[src/rtl/fifo_serial_tx.sv]
// fifo_serial_tx: pops words from a fifo and sends each one as an async serial
// frame (start bit, data LSB first, stop bits). Back-to-back words are sent
// gapless by popping in the last stop-bit cycle.
module fifo_serial_tx #(
   parameter int unsigned BitWidth     = 8,
   parameter int unsigned ClocksPerBit = 16,  // minimum 2
   parameter int unsigned StopBits     = 1    // 1 or 2
) (
   input  logic                i_clock,
   input  logic                i_reset,        // synchronous, active-low
   input  logic                i_enable,
   input  logic                i_fifo_empty,
   input  logic [BitWidth-1:0] i_fifo_pop_data,
   output logic                o_fifo_pop,
   output logic                o_txd,
   output logic                o_busy,
   output logic                o_frame_done
);

   localparam int unsigned CntW = (ClocksPerBit > 1) ? $clog2(ClocksPerBit) : 1;
   localparam int unsigned IdxW = (BitWidth > 1) ? $clog2(BitWidth) : 1;
   localparam logic [CntW-1:0] BaudLoad = CntW'(ClocksPerBit - 1);
   localparam logic [IdxW-1:0] LastIdx  = IdxW'(BitWidth - 1);
   localparam logic            LastStop = (StopBits == 2);

   typedef enum logic [1:0] {StIdle, StStart, StData, StStop} state_e;

   state_e              r_state;
   logic [BitWidth-1:0] r_shift;
   logic [CntW-1:0]     r_baud;
   logic [IdxW-1:0]     r_bit_idx;
   logic                r_stop_idx;
   logic                r_txd;
   logic                r_frame_done;

   logic w_baud_zero;
   logic w_last_stop;
   logic w_pop;
   logic w_frame_done_next;

   // Bit-boundary and pop decode from current state
   always_comb begin
      w_baud_zero = (r_baud == '0);
      w_last_stop = (r_state == StStop) && w_baud_zero && (r_stop_idx == LastStop);
      w_pop       = i_reset & i_enable & ~i_fifo_empty &
                    ((r_state == StIdle) | w_last_stop);
      // One cycle ahead of the last stop cycle so the registered pulse lands on it;
      // reload is always >= 1, so baud==1 is reached in every stop bit.
      w_frame_done_next = (r_state == StStop) && (r_baud == CntW'(1)) &&
                          (r_stop_idx == LastStop);
   end

   // Frame FSM with baud counter, shifter and registered line/pulse outputs
   always_ff @(posedge i_clock) begin
      if (!i_reset) begin
         r_state      <= StIdle;
         r_shift      <= '0;
         r_baud       <= BaudLoad;
         r_bit_idx    <= '0;
         r_stop_idx   <= 1'b0;
         r_txd        <= 1'b1;
         r_frame_done <= 1'b0;
      end else begin
         r_frame_done <= w_frame_done_next;
         if ((r_state != StIdle) && !w_baud_zero) begin
            r_baud <= r_baud - CntW'(1);
         end
         case (r_state)
            StIdle: begin
               if (w_pop) begin
                  r_shift <= i_fifo_pop_data;
                  r_baud  <= BaudLoad;
                  r_state <= StStart;
                  r_txd   <= 1'b0;
               end
            end
            StStart: begin
               if (w_baud_zero) begin
                  r_state   <= StData;
                  r_txd     <= r_shift[0];
                  r_shift   <= r_shift >> 1;
                  r_bit_idx <= '0;
                  r_baud    <= BaudLoad;
               end
            end
            StData: begin
               if (w_baud_zero) begin
                  r_baud <= BaudLoad;
                  if (r_bit_idx == LastIdx) begin
                     r_state    <= StStop;
                     r_txd      <= 1'b1;
                     r_stop_idx <= 1'b0;
                  end else begin
                     r_bit_idx <= r_bit_idx + IdxW'(1);
                     r_txd     <= r_shift[0];
                     r_shift   <= r_shift >> 1;
                  end
               end
            end
            StStop: begin
               if (w_baud_zero) begin
                  r_baud <= BaudLoad;
                  if (r_stop_idx == LastStop) begin
                     // Gapless hand-off: next word starts right after the last stop cycle
                     if (w_pop) begin
                        r_shift <= i_fifo_pop_data;
                        r_state <= StStart;
                        r_txd   <= 1'b0;
                     end else begin
                        r_state <= StIdle;
                     end
                  end else begin
                     r_stop_idx <= 1'b1;
                  end
               end
            end
            default: r_state <= StIdle;
         endcase
      end
   end

   assign o_fifo_pop   = w_pop;
   assign o_txd        = r_txd;
   assign o_busy       = (r_state != StIdle);
   assign o_frame_done = r_frame_done;

endmodule

[config.mk]
export PLATFORM = sky130hd
export DESIGN_NAME = fifo_serial_tx
export DESIGN_NICKNAME = d
export VERILOG_FILES = /design/src/rtl/fifo_serial_tx.sv
export SDC_FILE = /design/constraint.sdc
export NUM_CORES = 1
export LEC_CHECK = 0
export CAP_MARGIN = 10
export CORE_MARGIN = 1.5
export CORE_UTILIZATION = 46
export CTS_CLUSTER_SIZE = 12
export DETAILED_ROUTE_END_ITERATION = 8
export GPL_TIMING_DRIVEN = 1
export PLACE_DENSITY = 0.69
export SLEW_MARGIN = 20
export SYNTH_ARGS = -nofsm -noshare
export SYNTH_HDL_FRONTEND = slang
export SYNTH_SLANG_ARGS = --single-unit
export TNS_END_PERCENT = 1
[constraint.sdc]
create_clock -name i_clock -period 2.5 [get_ports i_clock]
set_clock_uncertainty 0.15 [all_clocks]
set_input_delay 0.25 -clock i_clock [delete_from_list [all_inputs] [get_ports i_clock]]
set_output_delay 0.25 -clock i_clock [all_outputs]
set_load 0.05 [all_outputs]
==> results by group, run 1 <==
Run status
  • Status: completed

Setup path
  • Reg2reg start: r_state[0]
  • Internal reg-to-reg setup slack: 160 ps
  • Reg2reg end: r_state[0]
  • Critical path capture point type: flip-flop
  • WP data arrival: 2410 ps
  • Required time worst endpoint: 2570 ps
  • Critical Path Source Type: flip-flop
  • Setup crit start: r_state[0]
  • Crit-path max FO: 8
  • Critical setup path kind: flip-flop to flip-flop
  • FF-to-FF path depth: 6

Clocking
  • Bufs on Longest Clock Path: 2
  • Root Buffer: clkbuf_4
  • H-tree depth: 1
  • CTS tree: built
  • Clk_lat worst skew: 290 ps
  • Cts bufs inserted: 3
  • Clock sink count: 19
  • Worst-path clk slew: 110 ps

Timing
  • Final Cycle Share: around 93%
  • F_max: roughly 0.43 GHz
  • Max-slew violations: 0
  • Slew @ Worst Pin: about 550 ps
  • Rel. slew slack: 63.27%
  • Final Hold Viols: 0
  • Post-route setup TNS: 0 ps
  • Final Setup Violations: 0
  • RSZ-0062 raised after global routing: false
  • Shortest period the worst path allows: 2336 ps

Routing
  • Drt total wl: 2.188 mm
  • Violation count after the first detailed-route iteration: 21
  • Vias: just under 1,000
  • Drc violations: 0
  • Antenna-violating nets left: 0
  • WL/cell: 12.95 um
  • Via density: 5.710
  • Total iterations of the first detailed-routing run: 4

Placed design
  • Final GP Congestion: ~0.77
  • Port Buf Inserts: 15
  • DP HPWL: between 1.5 and 2 mm

Yosys
  • Syn Nets: 145
  • FF+latch count, synth: 19
  • Yosys warns: 0
  • Post-synth EDFFs: 0
  • Syn Inst Count: between 100 and 150
  • Main synth FF type: dfxtp_1
  • Distinct cell type count after synthesis: 35
  • Async SR Flop Fraction: 0%
  • Post-synthesis area per instance: 8.819 um^2
  • Sequential area share after synthesis: 34.78%
  • Mapped cell area: 1094 um^2

Global route
  • Vias in the first global route: 846
  • Initial antenna violation count: 0
  • First-pass GRT wire length: 3.691 mm
  • GRT Overall Usage: 18.13%
  • Largest net degree at the start of global routing: 17
  • GRT overflow: 0

Floorplanning
  • Num ports: 16
  • Die Y: 51.76 um
  • Die area: 2679 um^2
  • CORE AREA: 2233 um^2
  • Die Wd: 51.76 um
  • Starting Density: 48.96%
  • Std cell rows: 17

Power and ir drop
  • Peak VDD IR: 786.0 uV
  • P_sw: 582.2 uW
  • Pwr Density: 1011 nW/um^2
  • Leak pwr: 0.0005346 uW
  • Sw frac: between 40% and 50%
  • Clock power frac: 11.8%
  • Proportion of power drawn by combinational gates: 57.4%
  • Sequential Power Share: 30.8%
  • Internal power: 741.4 uW

Worst hold path
  • Hold path cells: 2
  • Hold EP: r_bit_idx[0]
  • HP Class: flip-flop to flip-flop
  • Min-Delay Startpoint: r_bit_idx[0]

Cells and area
  • Most common cell after layout, fill and taps aside: dfxtp_1
  • Register area: 380.4 um^2
  • Area Growth Syn to Fin: 19.68%
  • Most frequent cells in the layout: dfxtp_1 (19), clkdlybuf4s50_1 (13), a21oi_1 (12)
  • Area of the multi-input gates: 643.1 um^2
  • Util after Layout: 58.60%
  • Layout cells sized above 1: 10.64%
  • Antenna Cells: 0
  • Fillers: approximately 210
  • Final nets: 163

Run
  • Max-cap violation count: 0
stage by stage:
stage | instance area (um^2) | setup slack, ps | power (uW) | std cells | hold slack, ps
after detailed placement | 1282 | 154.3 | 1180 | 165 | 342.5
after global routing | 1309 | 14.74 | 1435 | 169 | 384.1
after floorplan | 1094 | 313.0 | 1013 | 124 | 171.8
after global placement | 1282 | 296.1 | 1158 | 165 | 328.7
after CTS | 1309 | 135.3 | 1328 | 169 | 358.2
final | 1309 | 163.5 | 1324 | 169 | 359.8
worst max-delay path by stage:
stage	slack, ps	endpoint
2_1_floorplan	310	o_fifo_pop
3_3_place_gp	300	r_state[0]
3_5_place_dp	150	r_state[0]
4_1_cts	140	r_state[0]
5_1_grt	10	r_state[0]
6_report	160	r_state[0]
cell families after synthesis:
| logic type | share of synthesized area, % |
|---|---|
| AOI/OAI and AO/OA | 27.00 |
| and+or+nand+nor | 13.39 |
| DFF | 34.78 |
| buffers and inverters | 6.408 |
| adders and majority gates | 10.30 |
| muxes | 7.323 |
| xor gates and xnor gates | 0.8011 |
metal layers:
metal / GRT usage [%] / vias up / routed length [um]
met3: 2.586 / 2 / 61
met1: 24.73 / 453 / 1097
met4: 7.456 / 0 / 13
met5: 0 / - / 0
met2: 28.63 / 17 / 1015
li1: - / 493 / -
final cells by class:
type | count | area share [%]
Inverter | 9 | 2.581
Tap cell | 28 | 2.677
Clock buffer | 3 | 1.721
Clock inverter | 1 | 0.3824
Sequential cell | 19 | 29.06
Multi-Input combinational cell | 90 | 49.14
Timing Repair Buffer | 19 | 14.44
power groups by stage:
stage          clock [uW]  combinational, uW  sequential, uW
5_1_grt               176                845             414
3_3_place_gp            0                747             411
6_report              156                759             408
2_1_floorplan           0                600             412
4_1_cts               162                759             407
3_5_place_dp            0                766             414
worst max-delay path, stage by stage, from the launching register on:
cell,delay (ps)
dfxtp_1,380
inv_1,120
ha_1,310
or3_1,450
a222oi_1,470
o21ai_1,160
a211oi_2,230
Yosys cell counts, drive strengths merged (2+ instances only):
cell	n	share of area, %
ha	9	10
a311oi	7	5.6
nor2	7	2.4
nor3	3	1.4
clkbuf	2	0.69
nand2	9	3.1
nand3	3	1.4
buf	4	2.6
dfxtp	19	35
o21ai	11	5.0
a22oi	2	1.4
inv	9	3.1
mux2i	8	7.3
nand2b	2	1.1
a21oi	12	5.5
state kept, by name, indices dropped and copies added, names as in the netlist:
register	count
r_bit_idx	3
r_baud	4
r_shift	8
r_state	2
o_txd	1
o_frame_done	1
timing repair:
action                     CTS  global route
hold buffers                 0             0
buffers inserted             0             0
gates resized for setup      1             0
setup endpoints to repair    1             1
pin swaps                    0             1
cloned                       0             0
Note: power is estimated with default switching activity, not from simulation.
==> run 2: changes to the inputs <==
--- a/config.mk
+++ b/config.mk
@@ -8,10 +8,12 @@
 export CAP_MARGIN = 10
 export CORE_MARGIN = 1.5
 export CORE_UTILIZATION = 46
+export CTS_CLUSTER_DIAMETER = 100
 export CTS_CLUSTER_SIZE = 12
 export DETAILED_ROUTE_END_ITERATION = 8
 export GPL_TIMING_DRIVEN = 1
 export PLACE_DENSITY = 0.69
+export SKIP_CTS_REPAIR_TIMING = 1
 export SLEW_MARGIN = 20
 export SYNTH_ARGS = -nofsm -noshare
 export SYNTH_HDL_FRONTEND = slang
==> results by group, run 2 (same netlist as run 1, synthesis figures left out) <==
Run status
  • Status: completed

Setup path
  • WP data arrival: 2410 ps
  • Critical setup path kind: flip-flop to flip-flop
  • CP delay by family, top: compound AO/OA/AOI/OAI gates
  • Critical Path Source Type: flip-flop
  • Crit-path max FO: 8
  • Required time worst endpoint: 2570 ps
  • Buffers & Inverters on Critical Path: 1
  • CP max stage delay: 470 ps
  • Slowest CP cell: a222oi_1
  • Critical path cell sequence: inv_1 > ha_1 > or3_1 > a222oi_1 > o21ai_1 > a211oi_2
  • Reg2reg end: r_state[0]
  • Critical path capture point type: flip-flop
  • Internal reg-to-reg setup slack: 160 ps
  • Reg2reg start: r_state[0]
  • FF-to-FF path depth: 6

Cells and area
  • Area Growth Syn to Fin: 20.02%
  • Final nets: around 160
  • Layout cells sized above 1: 10.64%
  • Biggest regs: r_shift: 8 flops, r_baud: 4 flops, r_bit_idx: 3 flops
  • Util after Layout: 58.77%
  • Final Non-Filler Cells: 169
  • Fillers: 212
  • Area of the multi-input gates: 643.1 um^2
  • Register area: between 300 and 400 um^2
  • Top reg by flops: r_shift
  • Max FFs per register: 8
  • Antenna Cells: 0
  • Most frequent cells in the layout: dfxtp_1 (19), clkdlybuf4s50_1 (13), a21oi_1 (12)
  • Most common cell after layout, fill and taps aside: dfxtp_1

Routing
  • WL/cell: 12.97 um
  • Violation count after the first detailed-route iteration: 21
  • Vias: just under 1,000
  • Antenna-violating nets left: 0
  • Drc violations: 0
  • Drt total wl: 2.192 mm
  • Via density: 5.710
  • Total iterations of the first detailed-routing run: 4

Placed design
  • Final GP Congestion: 0.7708
  • Port Buf Inserts: 15
  • Placed Cells: 165
  • DP HPWL: about 1.6 mm

Clocking
  • H-tree depth: 1
  • Bufs on Longest Clock Path: 2
  • Root Buffer: clkbuf_4
  • Cts bufs inserted: 3
  • Clk_lat worst skew: 290 ps
  • Worst-path clk slew: 110 ps
  • Clock sink count: 19
  • CTS tree: built

Global route
  • GRT Overall Usage: between 15 and 20%
  • Largest net degree at the start of global routing: 17
  • Vias in the first global route: 846
  • GRT overflow: 0
  • First-pass GRT wire length: 3.691 mm
  • Initial antenna violation count: 0

Timing
  • Final Hold Viols: 0
  • Final Setup Violations: 0
  • Rel. slew slack: 63.27%
  • Max-slew violations: 0
  • F_max: between 0.4 and 0.5 GHz
  • RSZ-0062 raised after global routing: false
  • Shortest period the worst path allows: 2336 ps
  • Slew @ Worst Pin: 551.0 ps
  • Worst hold margin: 359.8 ps
  • Final Cycle Share: 93.46%

Power and ir drop
  • Pwr Density: 1014 nW/um^2
  • Peak VDD IR: a little under 800 uV
  • Leak pwr: 0.0005462 uW
  • Total power draw: 1330 uW

Floorplanning
  • Die Wd: 51.76 um
  • CORE AREA: around 2200 um^2
  • Num ports: 16
  • Die Y: 51.76 um
  • Starting Density: between 40% and 50%
  • Std cell rows: 17
  • Die area: between 2000 and 3000 um^2

Worst hold path
  • HP Class: flip-flop to flip-flop
  • Min-Delay Startpoint: r_bit_idx[0]
  • Hold path cells: 2
  • Hold EP: r_bit_idx[0]

Run
  • Max-cap violation count: 0
## run 2: cell types whose count changed in the layout (fill, tap and decap cells not counted)
cell            delta
dlymetal6s2s_1     +1
dlygate4sd2_1      -1
## run 2: where the power goes
part | switching, uW | internal [uW] | total [uW]
Clock | 96.9 | 59.5 | 156
Combinational | 445 | 321 | 766
Sequential | 40.6 | 368 | 408
## run 2: final cells by class
cell class                      instances  share of cell area, %
Timing Repair Buffer                   19                  14.68
Sequential cell                        19                  28.98
Clock buffer                            3                  1.716
Clock inverter                          1                 0.3813
Inverter                                9                  2.574
Multi-Input combinational cell         90                  49.00
Tap cell                               28                  2.669
## run 2: worst register-to-register path: stages, from the launching register on
cell and delay, ps:
dfxtp_1 380, inv_1 120, ha_1 310, or3_1 450, a222oi_1 470, o21ai_1 160
a211oi_2 230
## run 2: worst max-delay path by stage
stage	from	to	slack (ps)	cells past startpoint
6_report	r_state[0]	r_state[0]	160	6
5_1_grt	r_state[0]	r_state[0]	10	6
4_1_cts	r_state[0]	o_busy	-20	4
3_5_place_dp	r_state[0]	r_state[0]	150	6
3_3_place_gp	r_state[0]	r_state[0]	300	6
2_1_floorplan	r_baud[0]	o_fifo_pop	310	5
## run 2: routing by layer
metal	vias up	part of all wire [%]	routed length, um	track usage, %
met5	-	0	0	0
met4	0	0.59	13	7.456
met3	2	2.8	61	2.586
met2	17	46	1016	28.63
met1	453	50	1100	24.73
li1	493	-	-	-
## run 2: metrics by stage
step           instance area [um^2]  setup slack [ps]  setup TNS, ps
2_1_floorplan                  1094             313.0              0
3_5_place_dp                   1282             154.3              0
6_report                       1313             163.5              0
3_3_place_gp                   1282             296.1              0
4_1_cts                        1310            -19.76         -19.76
5_1_grt                        1313             14.74              0
==> run 3: changes to the inputs <==
--- a/config.mk
+++ b/config.mk
@@ -5,8 +5,7 @@
 export SDC_FILE = /design/constraint.sdc
 export NUM_CORES = 1
 export LEC_CHECK = 0
-export CAP_MARGIN = 10
-export CORE_MARGIN = 1.5
+export CORE_MARGIN = 4
 export CORE_UTILIZATION = 46
 export CTS_CLUSTER_DIAMETER = 100
 export CTS_CLUSTER_SIZE = 12
==> results by group, run 3 (same netlist as run 1, synthesis figures left out) <==
Global route
  • GRT Overall Usage: 14.47%
  • GRT overflow: 0
  • Vias in the first global route: 857
  • Largest net degree at the start of global routing: 17
  • Initial antenna violation count: 0
  • First-pass GRT wire length: 3.795 mm

Setup path
  • Critical path capture point type: flip-flop
  • FF-to-FF path depth: 6
  • Crit-path max FO: 8
  • Critical path cell sequence: inv_1 > ha_1 > or3_1 > a222oi_1 > o21ai_1 > a211oi_2
  • Required time worst endpoint: 2570 ps
  • WP data arrival: about 2400 ps
  • CP max stage delay: 470 ps
  • Internal reg-to-reg setup slack: 140 ps
  • Slowest CP cell: a222oi_1
  • Setup crit start: r_state[0]
  • Critical Path Source Type: flip-flop
  • Reg2reg end: r_state[0]
  • Critical setup path kind: flip-flop to flip-flop
  • Reg2reg start: r_state[0]

Cells and area
  • Antenna Cells: 0
  • Top reg by flops: r_shift
  • Layout cells sized above 1: a little over a tenth
  • Final Non-Filler Cells: roughly 170
  • Most common cell after layout, fill and taps aside: dfxtp_1
  • Final nets: 163
  • Area Growth Syn to Fin: 20.02%
  • Biggest regs: r_shift: 8 flops, r_baud: 4 flops, r_bit_idx: 3 flops
  • Most frequent cells in the layout: dfxtp_1 (19), clkdlybuf4s50_1 (13), a21oi_1 (12)
  • Util after Layout: 58.77%
  • Max FFs per register: 8

Floorplanning
  • Starting Density: 48.96%
  • Std cell rows: 17
  • CORE AREA: 2233 um^2
  • Die Y: 56.76 um
  • Die Wd: 56.76 um
  • Num ports: 16
  • Die area: 3221 um^2

Routing
  • Total iterations of the first detailed-routing run: 4
  • Vias: 967
  • Antenna-violating nets left: 0
  • Drt total wl: about 2.2 mm
  • Via density: 5.722
  • WL/cell: 12.93 um
  • Drc violations: 0
  • Violation count after the first detailed-route iteration: 47

Clocking
  • CTS tree: built
  • Clock sink count: 19
  • Bufs on Longest Clock Path: 2
  • Worst-path clk slew: 110 ps
  • H-tree depth: 1
  • Clk_lat worst skew: 300 ps
  • Root Buffer: clkbuf_4
  • Cts bufs inserted: 3

Power and ir drop
  • Leak pwr: 0.0005462 uW
  • Peak VDD IR: 678.2 uV
  • Pwr Density: 1016 nW/um^2

Placed design
  • Placed Cells: 165
  • Final GP Congestion: 0.7829
  • DP HPWL: between 1.5 and 2 mm
  • Port Buf Inserts: 15

Run status
  • Status: completed

Timing
  • Post-route setup TNS: 0 ps
  • Slew @ Worst Pin: 518.2 ps
  • Rel. slew slack: 65.45%
  • Worst hold margin: 356.3 ps
  • Max-slew violations: 0
  • Shortest period the worst path allows: 2360 ps
  • Final Setup Violations: 0
  • F_max: 0.4238 GHz
  • Final Cycle Share: 94.39%
  • RSZ-0062 raised after global routing: false
  • Final Hold Viols: 0

Run
  • Max-cap violation count: 0

Worst hold path
  • HP Class: flip-flop to flip-flop
  • Min-Delay Startpoint: r_bit_idx[0]
  • Hold path cells: 2
  • Hold EP: r_bit_idx[0]
-- run 3: how the worst max path moves through the flow --
stage,depth (start not counted),endpoint,slack (ps)
6_report,6,r_state[0],140
3_5_place_dp,6,r_state[0],200
4_1_cts,4,o_busy,-10
2_1_floorplan,5,o_fifo_pop,310
5_1_grt,6,r_state[0],2
3_3_place_gp,6,r_state[0],290
-- run 3: cell type report --
type | instances | area [um^2]
fill | 199 | 920.9
multi-input combinational | 90 | 643.1
sequential | 19 | 380.4
timing repair buffer | 19 | 192.7
tap | 28 | 35.03
inverter | 9 | 33.78
clock buffer | 3 | 22.52
clock inverter | 1 | 5.005
-- run 3: power by group --
group,total [uW],internal [uW],switching [uW]
Clock,156,59.6,96.2
Sequential,408,367,41.0
Combinational,769,321,447
Total,1330,749,584
-- run 3: critical path, delay by kind of cell, from the launching register on --
kind                     cells  cell delay, ps
AO/OA/AOI/OAI                3             860
adder cells (fa/ha/maj)      1             310
buffers and inverters        1             120
flip-flops                   1             390
AND/OR/NAND/NOR              1             460
-- run 3: stage by stage --
stage | cell area [um^2] | total power, uW | setup WS [ps]
detailed placement | 1282 | 1183 | 197.3
global placement | 1282 | 1159 | 294.0
global route | 1313 | 1443 | 1.597
finish | 1313 | 1333 | 140.4
floorplan | 1094 | 1013 | 313.0
CTS | 1310 | 1339 | -13.04
-- run 3: routing by layer --
| layer | vias to the layer above | routed length (um) | global-route usage (%) |
|---|---|---|---|
| li1 | 489 | - | - |
| met2 | 30 | 1008 | 21.78 |
| met1 | 444 | 1022 | 20.33 |
| met4 | 0 | 25 | 6.291 |
| met3 | 4 | 128 | 2.069 |
| met5 | - | 0 | 0 |
